### src/rtl/mem_arbiter_if.sv
// -----------------------------------------------------------------------------
// mem_arbiter_if
// Bundle of the three buses around the byte-wide RAM/IO arbiter:
//   IF side  : if_req, if_addr, if_clear  -> ; <- if_data, if_done
//   MEM side : mem_req, mem_we, mem_len, mem_addr, mem_wdata -> ;
//              <- mem_rdata, mem_done
//   RAM side : ram_din -> ; <- ram_dout, ram_a, ram_wr
// Modport slave is the arbiter's view, modport master is the requester/RAM
// environment's view.
// -----------------------------------------------------------------------------
interface mem_arbiter_if #(
    parameter int ADDR_WIDTH = 32
);
    logic                  if_req;
    logic [ADDR_WIDTH-1:0] if_addr;
    logic                  if_clear;
    logic [31:0]           if_data;
    logic                  if_done;

    logic                  mem_req;
    logic                  mem_we;
    logic [1:0]            mem_len;
    logic [ADDR_WIDTH-1:0] mem_addr;
    logic [31:0]           mem_wdata;
    logic [31:0]           mem_rdata;
    logic                  mem_done;

    logic [7:0]            ram_din;
    logic [7:0]            ram_dout;
    logic [ADDR_WIDTH-1:0] ram_a;
    logic                  ram_wr;

    modport slave (
        input  if_req, if_addr, if_clear,
        output if_data, if_done,
        input  mem_req, mem_we, mem_len, mem_addr, mem_wdata,
        output mem_rdata, mem_done,
        input  ram_din,
        output ram_dout, ram_a, ram_wr
    );

    modport master (
        output if_req, if_addr, if_clear,
        input  if_data, if_done,
        output mem_req, mem_we, mem_len, mem_addr, mem_wdata,
        input  mem_rdata, mem_done,
        output ram_din,
        input  ram_dout, ram_a, ram_wr
    );
endinterface

### src/rtl/mem_arbiter.sv
// -----------------------------------------------------------------------------
// mem_arbiter
// Single-port controller for the byte-wide RAM/IO bus shared by instruction
// fetch (IF) and the MEM stage. Multi-byte requests are serialised into
// consecutive byte cycles; read bytes are assembled little-endian. MEM has
// priority over IF. Each accepted request ends with a one-cycle done pulse.
//
// Ports:
//   clk            rising-edge clock
//   rst            asynchronous active-low reset
//   rdy            global ready; low freezes every register and masks ram_wr
//   io_buffer_full (only with IO_FULL_STALL_EN) stalls store bytes whose
//                  address has bits [17:16] = 2'b11
//   bus            mem_arbiter_if.slave (IF, MEM and RAM buses)
//
// Optional feature macro: IO_FULL_STALL_EN (undefined: writes never stall).
// -----------------------------------------------------------------------------
module mem_arbiter #(
    parameter int ADDR_WIDTH = 32
) (
    input  logic          clk,
    input  logic          rst,
    input  logic          rdy,
`ifdef IO_FULL_STALL_EN
    input  logic          io_buffer_full,
`endif
    mem_arbiter_if.slave  bus
);

    typedef enum logic [2:0] {
        ST_IDLE   = 3'd0,
        ST_IF_RD  = 3'd1,
        ST_MEM_RD = 3'd2,
        ST_MEM_WR = 3'd3,
        ST_DONE   = 3'd4
    } state_t;

    localparam logic [ADDR_WIDTH-1:0] ADDR_ONE = {{(ADDR_WIDTH-1){1'b0}}, 1'b1};

    state_t                state_r;
    logic [2:0]            cnt_r;      // read: cycles spent in state; write: byte index on the bus
    logic [1:0]            last_r;     // index of the final byte (N-1)
    logic [31:0]           buf_r;      // partially assembled read word
    logic [31:0]           wdata_r;    // store bytes not yet driven, next one in [7:0]
    logic [ADDR_WIDTH-1:0] ram_a_r;
    logic [7:0]            ram_dout_r;
    logic                  ram_wr_r;
    logic [31:0]           if_data_r;
    logic                  if_done_r;
    logic [31:0]           mem_rdata_r;
    logic                  mem_done_r;

    logic [31:0]           word_s;
    logic [1:0]            cap_idx_s;
    logic                  stall_s;

    // Map mem_len to the index of the last byte; the reserved code acts as word.
    function automatic logic [1:0] last_idx(input logic [1:0] len);
        logic [1:0] idx;
        case (len)
            2'd0:    idx = 2'd0;
            2'd1:    idx = 2'd1;
            default: idx = 2'd3;
        endcase
        return idx;
    endfunction

    // Merge the byte now on ram_din into the assembled word. In read cycle
    // cnt_r+1 the bus carries the byte addressed one cycle earlier.
    always_comb begin
        word_s    = buf_r;
        cap_idx_s = 2'd0;
        if (cnt_r != 3'd0) begin
            cap_idx_s = 2'(cnt_r - 3'd1);
            word_s[{cap_idx_s, 3'b000} +: 8] = bus.ram_din;
        end else begin
            cap_idx_s = 2'd0;
        end
    end

    // Decide whether the current store byte targets the full IO buffer.
    always_comb begin
`ifdef IO_FULL_STALL_EN
        if ((state_r == ST_MEM_WR) && io_buffer_full && (ram_a_r[17:16] == 2'b11)) begin
            stall_s = 1'b1;
        end else begin
            stall_s = 1'b0;
        end
`else
        stall_s = 1'b0;
`endif
    end

    assign bus.ram_wr    = ram_wr_r & rdy & ~stall_s;
    assign bus.ram_a     = ram_a_r;
    assign bus.ram_dout  = ram_dout_r;
    assign bus.if_data   = if_data_r;
    assign bus.if_done   = if_done_r;
    assign bus.mem_rdata = mem_rdata_r;
    assign bus.mem_done  = mem_done_r;

    // Arbitration FSM with all bus-side outputs registered.
    always_ff @(posedge clk or negedge rst) begin
        if (!rst) begin
            state_r     <= ST_IDLE;
            cnt_r       <= 3'd0;
            last_r      <= 2'd0;
            buf_r       <= 32'd0;
            wdata_r     <= 32'd0;
            ram_a_r     <= '0;
            ram_dout_r  <= 8'd0;
            ram_wr_r    <= 1'b0;
            if_data_r   <= 32'd0;
            if_done_r   <= 1'b0;
            mem_rdata_r <= 32'd0;
            mem_done_r  <= 1'b0;
        end else if (rdy) begin
            case (state_r)
                ST_IDLE: begin
                    cnt_r <= 3'd0;
                    buf_r <= 32'd0;
                    if (bus.mem_req) begin
                        state_r    <= bus.mem_we ? ST_MEM_WR : ST_MEM_RD;
                        last_r     <= last_idx(bus.mem_len);
                        ram_a_r    <= bus.mem_addr;
                        ram_dout_r <= bus.mem_wdata[7:0];
                        wdata_r    <= {8'h00, bus.mem_wdata[31:8]};
                        ram_wr_r   <= bus.mem_we;
                    end else if (bus.if_req && !bus.if_clear) begin
                        state_r  <= ST_IF_RD;
                        last_r   <= 2'd3;
                        ram_a_r  <= bus.if_addr;
                        ram_wr_r <= 1'b0;
                    end else begin
                        state_r <= ST_IDLE;
                    end
                end
                ST_IF_RD, ST_MEM_RD: begin
                    if ((state_r == ST_IF_RD) && bus.if_clear) begin
                        // Branch redirect: drop the partial word, no done pulse.
                        state_r <= ST_IDLE;
                        cnt_r   <= 3'd0;
                    end else begin
                        if (cnt_r != 3'd0) begin
                            buf_r <= word_s;
                        end
                        if (cnt_r < {1'b0, last_r}) begin
                            ram_a_r <= ram_a_r + ADDR_ONE;
                        end
                        if (cnt_r == ({1'b0, last_r} + 3'd1)) begin
                            state_r <= ST_DONE;
                            cnt_r   <= 3'd0;
                            if (state_r == ST_IF_RD) begin
                                if_data_r <= word_s;
                                if_done_r <= 1'b1;
                            end else begin
                                mem_rdata_r <= word_s;
                                mem_done_r  <= 1'b1;
                            end
                        end else begin
                            cnt_r <= cnt_r + 3'd1;
                        end
                    end
                end
                ST_MEM_WR: begin
                    if (stall_s) begin
                        state_r <= ST_MEM_WR;
                    end else if (cnt_r < {1'b0, last_r}) begin
                        ram_a_r    <= ram_a_r + ADDR_ONE;
                        ram_dout_r <= wdata_r[7:0];
                        wdata_r    <= {8'h00, wdata_r[31:8]};
                        cnt_r      <= cnt_r + 3'd1;
                    end else begin
                        ram_wr_r   <= 1'b0;
                        cnt_r      <= 3'd0;
                        state_r    <= ST_DONE;
                        mem_done_r <= 1'b1;
                    end
                end
                ST_DONE: begin
                    if_done_r  <= 1'b0;
                    mem_done_r <= 1'b0;
                    state_r    <= ST_IDLE;
                end
                default: begin
                    ram_wr_r <= 1'b0;
                    state_r  <= ST_IDLE;
                end
            endcase
        end
    end

endmodule

### src/flat_wrapper.sv
// flat-port wrapper written by rule: the top's interface ports become plain ports
module mem_arbiter_flat 
#(
    parameter int ADDR_WIDTH = 32
)
  (clk, rst, rdy, bus_if_req, bus_if_addr, bus_if_clear, bus_if_data, bus_if_done, bus_mem_req, bus_mem_we, bus_mem_len, bus_mem_addr, bus_mem_wdata, bus_mem_rdata, bus_mem_done, bus_ram_din, bus_ram_dout, bus_ram_a, bus_ram_wr);
  mem_arbiter_if #(.ADDR_WIDTH(ADDR_WIDTH)) bus_i ();
  input  logic clk;
  input  logic rst;
  input  logic rdy;
  input wire logic [$bits(bus_i.if_req)-1:0] bus_if_req;
  input wire logic [$bits(bus_i.if_addr)-1:0] bus_if_addr;
  input wire logic [$bits(bus_i.if_clear)-1:0] bus_if_clear;
  output wire logic [$bits(bus_i.if_data)-1:0] bus_if_data;
  output wire logic [$bits(bus_i.if_done)-1:0] bus_if_done;
  input wire logic [$bits(bus_i.mem_req)-1:0] bus_mem_req;
  input wire logic [$bits(bus_i.mem_we)-1:0] bus_mem_we;
  input wire logic [$bits(bus_i.mem_len)-1:0] bus_mem_len;
  input wire logic [$bits(bus_i.mem_addr)-1:0] bus_mem_addr;
  input wire logic [$bits(bus_i.mem_wdata)-1:0] bus_mem_wdata;
  output wire logic [$bits(bus_i.mem_rdata)-1:0] bus_mem_rdata;
  output wire logic [$bits(bus_i.mem_done)-1:0] bus_mem_done;
  input wire logic [$bits(bus_i.ram_din)-1:0] bus_ram_din;
  output wire logic [$bits(bus_i.ram_dout)-1:0] bus_ram_dout;
  output wire logic [$bits(bus_i.ram_a)-1:0] bus_ram_a;
  output wire logic [$bits(bus_i.ram_wr)-1:0] bus_ram_wr;
  assign bus_i.if_req = bus_if_req;
  assign bus_i.if_addr = bus_if_addr;
  assign bus_i.if_clear = bus_if_clear;
  assign bus_if_data = bus_i.if_data;
  assign bus_if_done = bus_i.if_done;
  assign bus_i.mem_req = bus_mem_req;
  assign bus_i.mem_we = bus_mem_we;
  assign bus_i.mem_len = bus_mem_len;
  assign bus_i.mem_addr = bus_mem_addr;
  assign bus_i.mem_wdata = bus_mem_wdata;
  assign bus_mem_rdata = bus_i.mem_rdata;
  assign bus_mem_done = bus_i.mem_done;
  assign bus_i.ram_din = bus_ram_din;
  assign bus_ram_dout = bus_i.ram_dout;
  assign bus_ram_a = bus_i.ram_a;
  assign bus_ram_wr = bus_i.ram_wr;
  mem_arbiter #(.ADDR_WIDTH(ADDR_WIDTH)) u_core (.clk(clk), .rst(rst), .rdy(rdy), .bus(bus_i));
endmodule
### config.mk
export PLATFORM = sky130hd
export DESIGN_NAME = mem_arbiter_flat
export DESIGN_NICKNAME = d
export VERILOG_FILES = /design/src/rtl/mem_arbiter_if.sv /design/src/rtl/mem_arbiter.sv /design/src/flat_wrapper.sv
export SDC_FILE = /design/constraint.sdc
export NUM_CORES = 1
export LEC_CHECK = 0
export BUFFER_PORTS_ARGS = -buffer_cell sky130_fd_sc_hd__buf_2
export CAP_MARGIN = 15
export CORE_ASPECT_RATIO = 0.5
export CORE_MARGIN = 2
export CORE_UTILIZATION = 45
export CTS_CLUSTER_SIZE = 8
export DETAILED_ROUTE_END_ITERATION = 12
export GPL_TIMING_DRIVEN = 0
export PLACE_DENSITY = 0.82
export SKIP_CTS_REPAIR_TIMING = 1
export SYNTH_ARGS = -nofsm -noshare
export SYNTH_HDL_FRONTEND = slang
export SYNTH_SLANG_ARGS = --single-unit
### constraint.sdc
create_clock -name clk -period 4.45 [get_ports clk]
set_clock_uncertainty 0.15 [all_clocks]
set_input_delay 0.2225 -clock clk [delete_from_list [all_inputs] [get_ports clk]]
set_output_delay 0.2225 -clock clk [all_outputs]
set_load 0.03 [all_outputs]
# Word level (Yosys, flattened, before mapping)
# Index checks and enable logic that the tools add are counted.
[totals]
regBits = 179
latch_bits = 0
ramBits = 0
romBits = 0
inputBits = 113
output_inout_bits = 107
wordCells = 108
n_memories = 0
[classes]
addsub = 5
multipliers = 0
n_div = 0
n_lt_le_gt_ge = 1
eq_ne = 16
shift = 2
muxes = 43
bitwise = 4
n_reduce_logical = 25
[ops]
columns = ["operator", "count"]
rows = [
  ["$mux W32", 9],
  ["$pmux W32 S2", 2],
  ["$pmux W32 S3", 1],
  ["$add A32 B1 Y32 const B", 1],
  ["$bwmux W32", 1],
  ["$shift A8 B7 Y32 const A", 1],
  ["$shiftx A8 B7 Y32", 1],
  ["$mux W3", 7],
  ["$pmux W3 S3", 2],
  ["$mux W8", 2],
  ["$pmux W8 S2", 1],
  ["$reduce_and A4 Y1", 4],
  ["$reduce_and A5 Y1", 3],
  ["$mux W1", 12],
  ["$reduce_bool A3 Y1", 3],
  ["$ne A2 B1 Y1 const B", 4],
  ["$ne A2 B2 Y1 const B", 4],
  ["$reduce_bool A2 Y1", 4],
  ["$neg A5 Y7", 1],
  ["$eq A3 B2 Y1 const B", 2],
  ["$pmux W1 S3", 2],
  ["$reduce_and A3 Y1", 2],
  ["$reduce_and A6 Y1", 1],
  ["$mux W2", 2],
  ["21 further kinds", 24],
]

# Longest topological paths before layout
[depth]
word_depth = 8
depth_mapped = 9
mapped_depth_nobuf = 7

# Worst setup path after synthesis
# No wires, ideal clock.
[synth_timing]
kind = "register -> register"
start = "register u_core.cnt_r[0]"
end = "register u_core.ram_a_r[16], in the netlist u_core.bus.ram_a[16]"
setup_ps = 123
t_arrival_ps = 1956
t_required_ps = 4177
slack_ps = 2221
stages_incl_launch_ff = 10
n_path_buf = 2
synth_period_minus_slack_ps = 2229
path_cell_list = "dfrtp_1 > inv_1 > ha_1 > nand2b_1 > and2_1 > clkbuf_1 > o21ai_2 > clkbuf_1 > a21oi_1 > a2bb2oi_2"
[synth_between]
elab_chain_cells = 4
[synth_rtl]
columns = ["item", "line", "rtl"]
rows = [
  ["start: declaration", "mem_arbiter.sv:41", "logic [2:0] cnt_r;"],
  ["start signal: assignment", "mem_arbiter.sv:161", "cnt_r <= cnt_r + 3'd1;"],
  ["start signal: assignment", "mem_arbiter.sv:172", "cnt_r <= cnt_r + 3'd1;"],
  ["$lt A3 B2 Y1 (*)", "mem_arbiter.sv:147, mem_arbiter.sv:168", ""],
  ["$mux W32 (*)", "-", ""],
  ["$mux W32", "-", ""],
  ["$pmux W32 S3 (*)", "-", ""],
  ["end signal: assignment", "mem_arbiter.sv:132", "ram_a_r <= bus.if_addr;"],
  ["end signal: assignment", "mem_arbiter.sv:148", "ram_a_r <= ram_a_r + ADDR_ONE;"],
  ["end signal: assignment", "mem_arbiter.sv:169", "ram_a_r <= ram_a_r + ADDR_ONE;"],
  ["end: declaration", "mem_arbiter.sv:45", "logic [ADDR_WIDTH-1:0] ram_a_r;"],
]
# Mark *: on every way between the ends. The rest lies on a longest branch, timed or not. The select of a mux whose other input is x is not followed.
# A chain may end at the register's enable or synchronous reset.

# Worst setup path after layout
[layout_timing]
start = "register u_core.cnt_r[0]"
end = "register u_core.ram_a_r[7], in the netlist u_core.bus.ram_a[7]"
# The elaborated chain is that of the path after synthesis.

==> run_results.csv <==
group,metric,value,unit
run_status,outcome,"finished with violations",
run_status,failed_checks,"negative hold slack",
sta,fin_setup_tns,0,ns
global_routing,grt_max_degree,89,
drt,final_antenna_net_count,0,
logic_synthesis,yosys.area_share.xor_xnor,0.206,%
min_path,hp-class,"in -> reg",
drt,drt-pass1-iter-count,5,
finish,postLayoutCellArea,11000,um2
drt,drt-total-wl,26600,um
cts,clkSinkCount,171,
power,p_per_area,582,nW/um2
power,irDropWorstVdd,360,uV
global_routing,overflow,0,
place,pre_cts_ws,1.58,ns
sta,setup_ws,1.46,ns
die,io-pin-count,220,
setup_path,critPathMaxFanout,10,
die,rows,35,
sta,max_slew.worst_pin.slew,0.849,ns
finish,finalNonFillerCells,1446,
die,die_area,20100,um2
cts,cts_root_buf,"clkbuf_16",
sta,slew_violations,0,
sta,fmax,335,MHz
global_routing,grt_usage,25.5,%
setup_path,critPathKind,"reg -> reg",
global_routing,grt_first_pass_wirelength,39700,um
min_path,min_from,"bus_mem_wdata[3]",
drt,drt_iter0_drc,527,
setup_path,reg2reg_from,"u_core.cnt_r[0]",
global_routing,met3_usage,5.89,%
flow_run,maxCapViolCount,0,
die,die_y,101,um
place,numPortBuffers,218,
logic_synthesis,synthSimpleGateAreaFrac,17.7,%
drt,routed_via_density,5.80,
cts,clkTransAtPathRegs,0.07,ns
die,core,18400,um2
place,dp_hpwl,18700,um
place,place_congestion,0.932,
setup_path,startpoint,"u_core.cnt_r[0]",
setup_path,crit_arrival,3.16,ns
logic_synthesis,netlist_instances,898,
setup_path,end_kind,"flop",
drt,drc,0,
global_routing,grt_pass1_vias,7712,
finish,nNetsFinal,1299,
logic_synthesis,ys_ff_latch,171,
sta,finalHoldViolations,6,
global_routing,antenna_found_initial,0,
cts,htreeDepth,4,
logic_synthesis,synthArstFlopShare,100,%
logic_synthesis,synth_nets,1021,
setup_path,start_kind,"flop",
power,p_leak,5.24,nW
sta,layout_min_cycle_time,2.99,ns
logic_synthesis,synth_edf_count,0,
cts,clk_latency,0.43,ns
sta,relSlewSlack,43.3,%
sta,rsz0062_at_grt,"false",
drt,vias,8391,
logic_synthesis,synth_compound_area_share,20.7,%
place,place_area,9950,um2
die,die_w,198,um
logic_synthesis,synthMuxAreaShare,6.36,%
finish,final_util,59.4,%
logic_synthesis,synth_top_family_by_area,"compound AO/OA/AOI/OAI gates",
global_routing,grt_use_met1,33.9,%
sta,finalCritPeriodShare,67.2,%
logic_synthesis,seq_area_frac_synth,50.4,%
logic_synthesis,syn_avg_cell_area,9.46,um2
cts,cts_tree,"built",
logic_synthesis,synthAdderAreaFrac,1.47,%
finish,antenna_cells,0,
finish,filler_cell_count,1561,
die,initial_core_util,46.1,%
global_routing,busiest_layer,"met2",
logic_synthesis,post_synth_instance_area,8500,um2
logic_synthesis,yosysUniqueCellTypes,70,
finish,syn_to_final_growth,29.0,%
logic_synthesis,synth_flop_cell,"dfrtp_1",
sta,finalSetupViolations,0,
finish,drive_gt1_share,25.0,%
drt,routedWlPerCell,18.4,um
cts,clockBufferDepth,2,
place,place_inst,1376,
global_routing,met2_usage,41.7,%
setup_path,worstPathRequired,4.62,ns
logic_synthesis,ys_warn_count,0,
cts,cts_buffers,17,
sta,finalHoldWorstSlack,-0.0528,ns
-- through the flow --
stage          power (mW)  hold slack, ns
2_1_floorplan        3.90          -0.223
3_3_place_gp         4.64           0.305
3_5_place_dp         4.73           0.120
4_1_cts              6.29          -0.333
5_1_grt              6.70        -0.00473
6_report             6.38         -0.0528
-- final cells by class --
class                           count  area (um2)  share of cell area [%]
Buffer                             56         231                    2.11
Tap cell                          259         324                    2.96
Timing Repair Buffer              259        1530                    14.0
Clock buffer                       17         425                    3.88
Sequential cell                   171        4280                    39.0
Multi-Input combinational cell    660        3950                    36.0
Clock inverter                     13         183                    1.67
Inverter                           11        41.3                   0.377
-- layout by cell type, fill, tap and decap left out, drive strengths merged, types with 4 or more instances in the layout --
master | synthesis | final
inv | 11 | 18
a32oi | 8 | 8
ha | 10 | 10
nor3 | 19 | 19
o21ai | 149 | 149
nor4 | 15 | 15
a21oi | 47 | 47
mux2i | 36 | 36
nand2b | 6 | 6
nor2 | 23 | 23
and3 | 8 | 8
o22ai | 14 | 14
and2 | 4 | 4
a211o | 4 | 4
a22o | 11 | 11
clkbuf | 42 | 59
nand2 | 173 | 173
buf | 14 | 233
o21a | 4 | 4
nor2b | 5 | 5
a31oi | 5 | 5
a22oi | 8 | 8
dlygate4sd3 | 0 | 40
nand4 | 12 | 12
a2bb2oi | 10 | 10
dfrtp | 171 | 171
nand3 | 25 | 25
mux2 | 16 | 16
a211oi | 5 | 5
-- per-layer routing --
metal  vias up  wire length, um
met5         -                0
met4         0              614
met3        58             2160
met2       417            12800
met1      4097            11000
li1       3819                -
-- power breakdown --
group / total, mW / internal [mW] / leakage (nW) / switching [mW]
Clock: 1.57 / 0.899 / 0.298 / 0.670
Combinational: 2.58 / 0.841 / 2.69 / 1.74
Sequential: 2.23 / 1.87 / 2.25 / 0.358
-- cells by family (layout without fill, tap and decap cells) --
group                    Yosys count  in the layout
AO/OA/AOI/OAI                    289            289
XOR/XNOR                           2              2
adder cells (fa/ha/maj)           10             10
buffers and inverters             67            356
flip-flops                       171            171
multiplexers                      52             52
AND/OR/NAND/NOR                  307            307
-- sequential cells by signal (all words and copies together), names as in the netlist --
name	count
u_core.ram_wr_r	1
u_core.bus.mem_rdata	32
u_core.state_r	3
u_core.bus.ram_a	32
u_core.last_r	2
u_core.bus.mem_done	1
u_core.cnt_r	3
u_core.bus.if_data	32
u_core.bus.if_done	1
u_core.buf_r	32
u_core.bus.ram_dout	8
u_core.wdata_r	24
-- path summary, 6_finish.rpt --
kind	end	slack, ns	cells past startpoint
setup reg to reg	u_core.bus.ram_a[7]	1.46	9
hold reg to reg	u_core.bus.if_data[8]	0.33	2
setup / recovery	u_core.bus.ram_a[7]	1.46	9
max in group asynchronous	u_core.buf_r[17]	3.03	3
hold / removal	u_core.bus.ram_dout[3]	-0.05	3
min in group asynchronous	u_core.bus.ram_a[27]	0.25	2
-- synth_stat cells (3+ instances only) --
master     number  area share, %
a211o_1         4           0.41
a211oi_1        4           0.35
a21oi_1        47            2.8
a22o_1         11            1.1
a22oi_1         8           0.71
a2bb2oi_1       9           0.93
a31oi_1         5           0.37
a32oi_1         8           0.82
and2_1          4           0.29
and3_1          8           0.59
and4_1          3           0.31
buf_2          11           0.65
clkbuf_1       42            1.9
dfrtp_1       171             50
ha_1           10            1.5
inv_1          11           0.49
mux2_2         16            2.1
mux2i_1        36            4.2
nand2_1       173            7.6
nand2b_1        6           0.44
nand3_1        25            1.5
nand4_1        10           0.74
nor2_1         23            1.0
nor2b_1         5           0.37
nor3_1         17            1.0
nor4_1         10           0.74
nor4_2          3           0.44
o21a_1          4           0.35
o21ai_0       145            8.5
o22ai_1        14            1.0
-- critical path, stage by stage (launching register included) --
cell      delay, ns
dfrtp_1        0.45
inv_1          0.18
ha_1           0.21
nand2b_1       0.16
and2_1         0.16
clkbuf_1       0.23
o21ai_2        0.51
clkbuf_1       0.52
o21ai_0        0.20
o311ai_1       0.10
(Power assumes the default switching activity.)
